$ cat config.mk
export PLATFORM = sky130hd
export DESIGN_NAME = universal_shift_register
export DESIGN_NICKNAME = d
export VERILOG_FILES = /design/src/rtl/usr_pkg.sv /design/src/rtl/shift_frame_counter.sv /design/src/rtl/universal_shift_register.sv
export SDC_FILE = /design/constraint.sdc
export NUM_CORES = 1
export LEC_CHECK = 0
export CAP_MARGIN = 25
export CORE_ASPECT_RATIO = 1.1
export CORE_MARGIN = 2
export CORE_UTILIZATION = 43
export DETAILED_ROUTE_END_ITERATION = 10
export PLACE_DENSITY = 0.82
export SLEW_MARGIN = 15
export SYNTH_ARGS = -nofsm -noshare
export SYNTH_HDL_FRONTEND = slang
export SYNTH_SLANG_ARGS = --single-unit
$ cat constraint.sdc
create_clock -name clk -period 3.6 [get_ports clk]
set_input_delay 0.72 -clock clk [delete_from_list [all_inputs] [get_ports clk]]
set_output_delay 0.72 -clock clk [all_outputs]
set_load 0.05 [all_outputs]
$ cat src/rtl/usr_pkg.sv
// Shared definitions for the universal shift register: mode encodings and
// small decode helpers used by the datapath and the frame counter.
package usr_pkg;

    typedef enum logic [1:0] {
        HOLD = 2'b00,
        SHL  = 2'b01,
        SHR  = 2'b10,
        LOAD = 2'b11
    } mode_e;

    localparam int DEFAULT_WIDTH = 8;

    function automatic logic is_shift(input mode_e mode);
        return (mode == SHL) || (mode == SHR);
    endfunction

    function automatic logic is_load(input mode_e mode);
        return (mode == LOAD);
    endfunction

endpackage : usr_pkg

$ cat src/rtl/shift_frame_counter.sv
// Counts shifts after a parallel load; busy spans the frame, done pulses for
// one cycle after the Nth shift. A new load restarts the frame silently.
module shift_frame_counter
    import usr_pkg::*;
#(
    parameter  int N  = DEFAULT_WIDTH,
    localparam int CW = $clog2(N + 1)
) (
    input  logic          clk,
    input  logic          reset,
    input  logic          load,
    input  logic          shift,
    output logic [CW-1:0] cnt,
    output logic          busy,
    output logic          done
);

    localparam logic [CW-1:0] LAST = CW'(N - 1);

    logic [CW-1:0] cnt_q;
    logic [CW-1:0] cnt_d;
    logic          busy_q;
    logic          busy_d;
    logic          done_q;
    logic          done_d;

    // Next-state: load wins over shift; shifts outside a frame leave the count at zero.
    always_comb begin
        cnt_d  = cnt_q;
        busy_d = busy_q;
        done_d = 1'b0;
        if (load) begin
            cnt_d  = {CW{1'b0}};
            busy_d = 1'b1;
        end else if (shift && busy_q) begin
            if (cnt_q == LAST) begin
                cnt_d  = {CW{1'b0}};
                busy_d = 1'b0;
                done_d = 1'b1;
            end else begin
                cnt_d  = cnt_q + CW'(1);
            end
        end else begin
            cnt_d  = cnt_q;
            busy_d = busy_q;
        end
    end

    // Frame state registers with synchronous reset.
    always_ff @(posedge clk) begin
        if (reset) begin
            cnt_q  <= {CW{1'b0}};
            busy_q <= 1'b0;
            done_q <= 1'b0;
        end else begin
            cnt_q  <= cnt_d;
            busy_q <= busy_d;
            done_q <= done_d;
        end
    end

    assign cnt  = cnt_q;
    assign busy = busy_q;
    assign done = done_q;

endmodule : shift_frame_counter

$ cat src/rtl/universal_shift_register.sv
// N-bit universal shift register (hold / shift left / shift right / load)
// with a frame counter tracking shifts completed since the last load.
module universal_shift_register
    import usr_pkg::*;
#(
    parameter  int N  = DEFAULT_WIDTH,
    localparam int CW = $clog2(N + 1)
) (
    input  logic          clk,
    input  logic          reset,
    input  logic          en,
    input  logic [1:0]    ctrl,
    input  logic          si_r,
    input  logic          si_l,
    input  logic [N-1:0]  d,
    output logic [N-1:0]  q,
    output logic          so_r,
    output logic          so_l,
    output logic [CW-1:0] cnt,
    output logic          busy,
    output logic          done
);

    mode_e        mode_s;
    logic         load_s;
    logic         shift_s;
    logic [N-1:0] data_q;
    logic [N-1:0] data_d;

    assign mode_s  = mode_e'(ctrl);
    assign load_s  = en && is_load(mode_s);
    assign shift_s = en && is_shift(mode_s);

    // Datapath next-state; clock enable low freezes the register for any mode.
    always_comb begin
        data_d = data_q;
        if (en) begin
            case (mode_s)
                SHL:     data_d = {data_q[N-2:0], si_l};
                SHR:     data_d = {si_r, data_q[N-1:1]};
                LOAD:    data_d = d;
                HOLD:    data_d = data_q;
                default: data_d = data_q;
            endcase
        end else begin
            data_d = data_q;
        end
    end

    // Datapath state register with synchronous reset.
    always_ff @(posedge clk) begin
        if (reset) begin
            data_q <= {N{1'b0}};
        end else begin
            data_q <= data_d;
        end
    end

    shift_frame_counter #(
        .N (N)
    ) u_frame (
        .clk   (clk),
        .reset (reset),
        .load  (load_s),
        .shift (shift_s),
        .cnt   (cnt),
        .busy  (busy),
        .done  (done)
    );

    assign q    = data_q;
    assign so_r = data_q[0];
    assign so_l = data_q[N-1];

endmodule : universal_shift_register

==> summary.md <==
| Metric | Value |
|---|---|
| CP Depth | `1` |
| R2r setup slk | `2.32 ns` |
| Root Buffer | `clkbuf_4` |
| Worst reg2reg startpoint | `u_frame.cnt[0]` |
| Reg clk slew, reported paths | `0.09 ns` |
| Grt total ovfl | `0` |
| CTS sink cnt | `14` |
| Share of cells above drive strength 1 | `5.50%` |
| Final ANT Viol Nets | `0` |
| Crit path cell chain | `clkdlybuf4s50_1` |
| Area growth syn-to-layout | `44.9%` |
| Max clock buf depth | `2` |
| Ports | `31` |
| Sink of the worst hold path | `u_frame.cnt[3]` |
| Hold_ws | `0.520 ns` |
| Vias per std cell | `5.51` |
| CORE AREA | `1560 um^2` |
| HP Class | `reg -> reg` |
| Power per standard cell area | `375 nW/um^2` |
| Fin crit share | `63.0%` |
| Area of the mapped netlist | `711 um^2` |
| Routability cong. | `0.749` |
| Synth Flop Type | `dfxtp_1` |
| Crit end category | `output pin` |
| WL/cell | `13.0 um` |
| Reg2Reg Depth | `3` |
| Min-Delay Path Depth | `2` |
| Beginning of the worst hold path | `u_frame.cnt[3]` |
| Detailed Route Iter0 Violations | `14` |
| CTS buffer count | `3` |
| IO Port Bufs | `30` |
| Die height | `46.6 um` |
| Hold_buf cts | `0` |
| Number of enable flip-flop cells after synthesis | `0` |
| Drt drc | `0` |
| Startpoint Class | `flip-flop` |
| Die Width | `42.8 um` |
| Max Clock Skew | `0.00114 ns` |
| Max Cap Viol | `0` |
| Worst EP required | `2.88 ns` |
| Die area | `1990 um^2` |
| Layout Nets | `129` |
| Outcome | `completed` |
| Fin. Hold Viols | `0` |
| Mapped Nets | `100` |
| Post-DP HPWL | `1200 um` |
| DR pass1 iterations | `4` |
| Worst stage delay on the critical path | `0.84 ns` |
| Final Slew Violations | `0` |
| Final setup violation count | `0` |
| Lkg Pwr | `0.382 nW` |
| Setup_tns | `0 ns` |
| Max rail drop VDD | `0.204 mV` |
| Crit path DAT | `1.55 ns` |
| RR Endpoint | `u_frame.cnt[3]` |
| Final WL | `1640 um` |
| Via count | `694` |
| Post-cts sizing count | `0` |
| Synthesized area per cell | `8.77 um^2` |
| Skew-Pair Late Insertion Delay | `0.28 ns` |
| Relative slew slack | `66.4%` |
| Placement row count | `15` |
| WP buf/inv | `1` |
| Synthesized instance count | `81` |
| First-pass GRT wire length | `2620 um` |
| Post-CTS Setup Inserts | `0` |
| Total track usage | `18.1%` |
| Delay-heaviest family, CP | `buffers and inverters` |
| Flops & latches, synth | `14` |
| Number of synthesis warnings | `0` |
| Crit Path Class | `reg -> out` |
| CP Max Fanout | `5` |
| TritonCTS clock tree | `done` |
| Vias in the first global route | `614` |
| Largest net degree at the start of global routing | `17` |
| Fmax | `0.441 GHz` |
| RSZ-0062 raised after global routing | `false` |
| Post-synthesis sequential area ratio | `39.4%` |
| ANT cells | `0` |
| Worst-margin pin slew | `0.502 ns` |
| Minimum clock period | `2.27 ns` |
| Async set-reset flop share out of synthesis | `0%` |
| Crit-path slowest cell | `clkdlybuf4s50_1` |
| Synth unique cells | `25` |
| Initial antenna violation count | `0` |
| H-tree levels | `1` |
| Starting Density | `45.6%` |
-- cell families after synthesis --
logic type / share of synthesized area [%]
fa+ha+maj: 7.04
simple gates: 20.8
compound gates: 21.3
xor+xnor: 2.47
mux: 1.41
flops: 39.4
buf+inv: 7.57
-- cells in the mapped netlist, types with 2 or more instances --
cell	number	area (um^2)
buf_4	3	22.5
nand2b_1	2	12.5
xor2_1	2	17.5
inv_1	2	7.51
dfxtp_1	14	280
ha_1	4	50.1
a21oi_1	2	10.0
nand2_1	10	37.5
clkbuf_1	2	7.51
a311oi_1	8	70.1
nor2_1	11	41.3
a22oi_1	8	60.1
-- stage by stage --
stage | total power [mW] | instances | area [um^2] | util [%] | worst slack (ns)
global placement | 0.275 | 122 | 993 | 63.8 | 1.19
global route | 0.405 | 126 | 1030 | 66.1 | 1.24
detailed placement | 0.276 | 122 | 993 | 63.8 | 1.14
CTS | 0.391 | 126 | 1030 | 66.1 | 1.33
floorplan | 0.239 | 81 | 711 | - | 1.76
finish | 0.386 | 126 | 1030 | 66.1 | 1.33
-- cell usage in the layout (no fill, tap or decap), drive strengths merged, types with 2 or more instances in the layout --
cell,count
a22oi,8
a21oi,2
nand2b,2
nand2,10
inv,2
nor2,11
a311oi,8
ha,4
nand4,2
clkdlybuf4s50,30
dfxtp,14
xor2,2
clkbuf,4
-- report_power, final --
group / leakage (nW) / internal, mW / total [mW] / switching, mW
Combinational: 0.246 / 0.0416 / 0.102 / 0.0600
Clock: 0.0210 / 0.0615 / 0.114 / 0.0523
Sequential: 0.115 / 0.163 / 0.171 / 0.00827
Total: 0.382 / 0.266 / 0.386 / 0.121
-- tightest hold or removal path, cell delays in order, from the launching register on --
cell     delay (ns)
dfxtp_1        0.34
o21ai_0        0.08
a21oi_1        0.07
-- state kept, by name (all words and copies together), names as in the netlist --
| name | count |
|---|---|
| q | 8 |
| u_frame.busy | 1 |
| u_frame.cnt | 4 |
| u_frame.done | 1 |
-- metal layers --
layer	vias up	global-route usage, %	wire [um]
li1	349	-	-
met1	315	20.6	737
met2	28	29.4	768
met3	2	6.27	119
met4	0	11.3	10
met5	-	0	0
-- how the worst max path moves through the flow --
stage | from | endpoint | slack [ns]
5_1_grt | ctrl[0] | q[2] | 1.24
2_1_floorplan | ctrl[0] | u_frame.cnt[3] | 1.76
3_5_place_dp | ctrl[0] | q[1] | 1.14
6_report | u_frame.busy | busy | 1.33
3_3_place_gp | ctrl[1] | u_frame.cnt[3] | 1.19
4_1_cts | u_frame.busy | busy | 1.33
-- layout make-up --
| class | count | area, um^2 |
|---|---|---|
| inverter | 2 | 7.51 |
| tap | 17 | 21.3 |
| multi-input combinational | 58 | 377 |
| sequential | 14 | 280 |
| fill | 128 | 528 |
| timing repair buffer | 31 | 308 |
| clock buffer | 4 | 36.3 |
(Power assumes the default switching activity.)
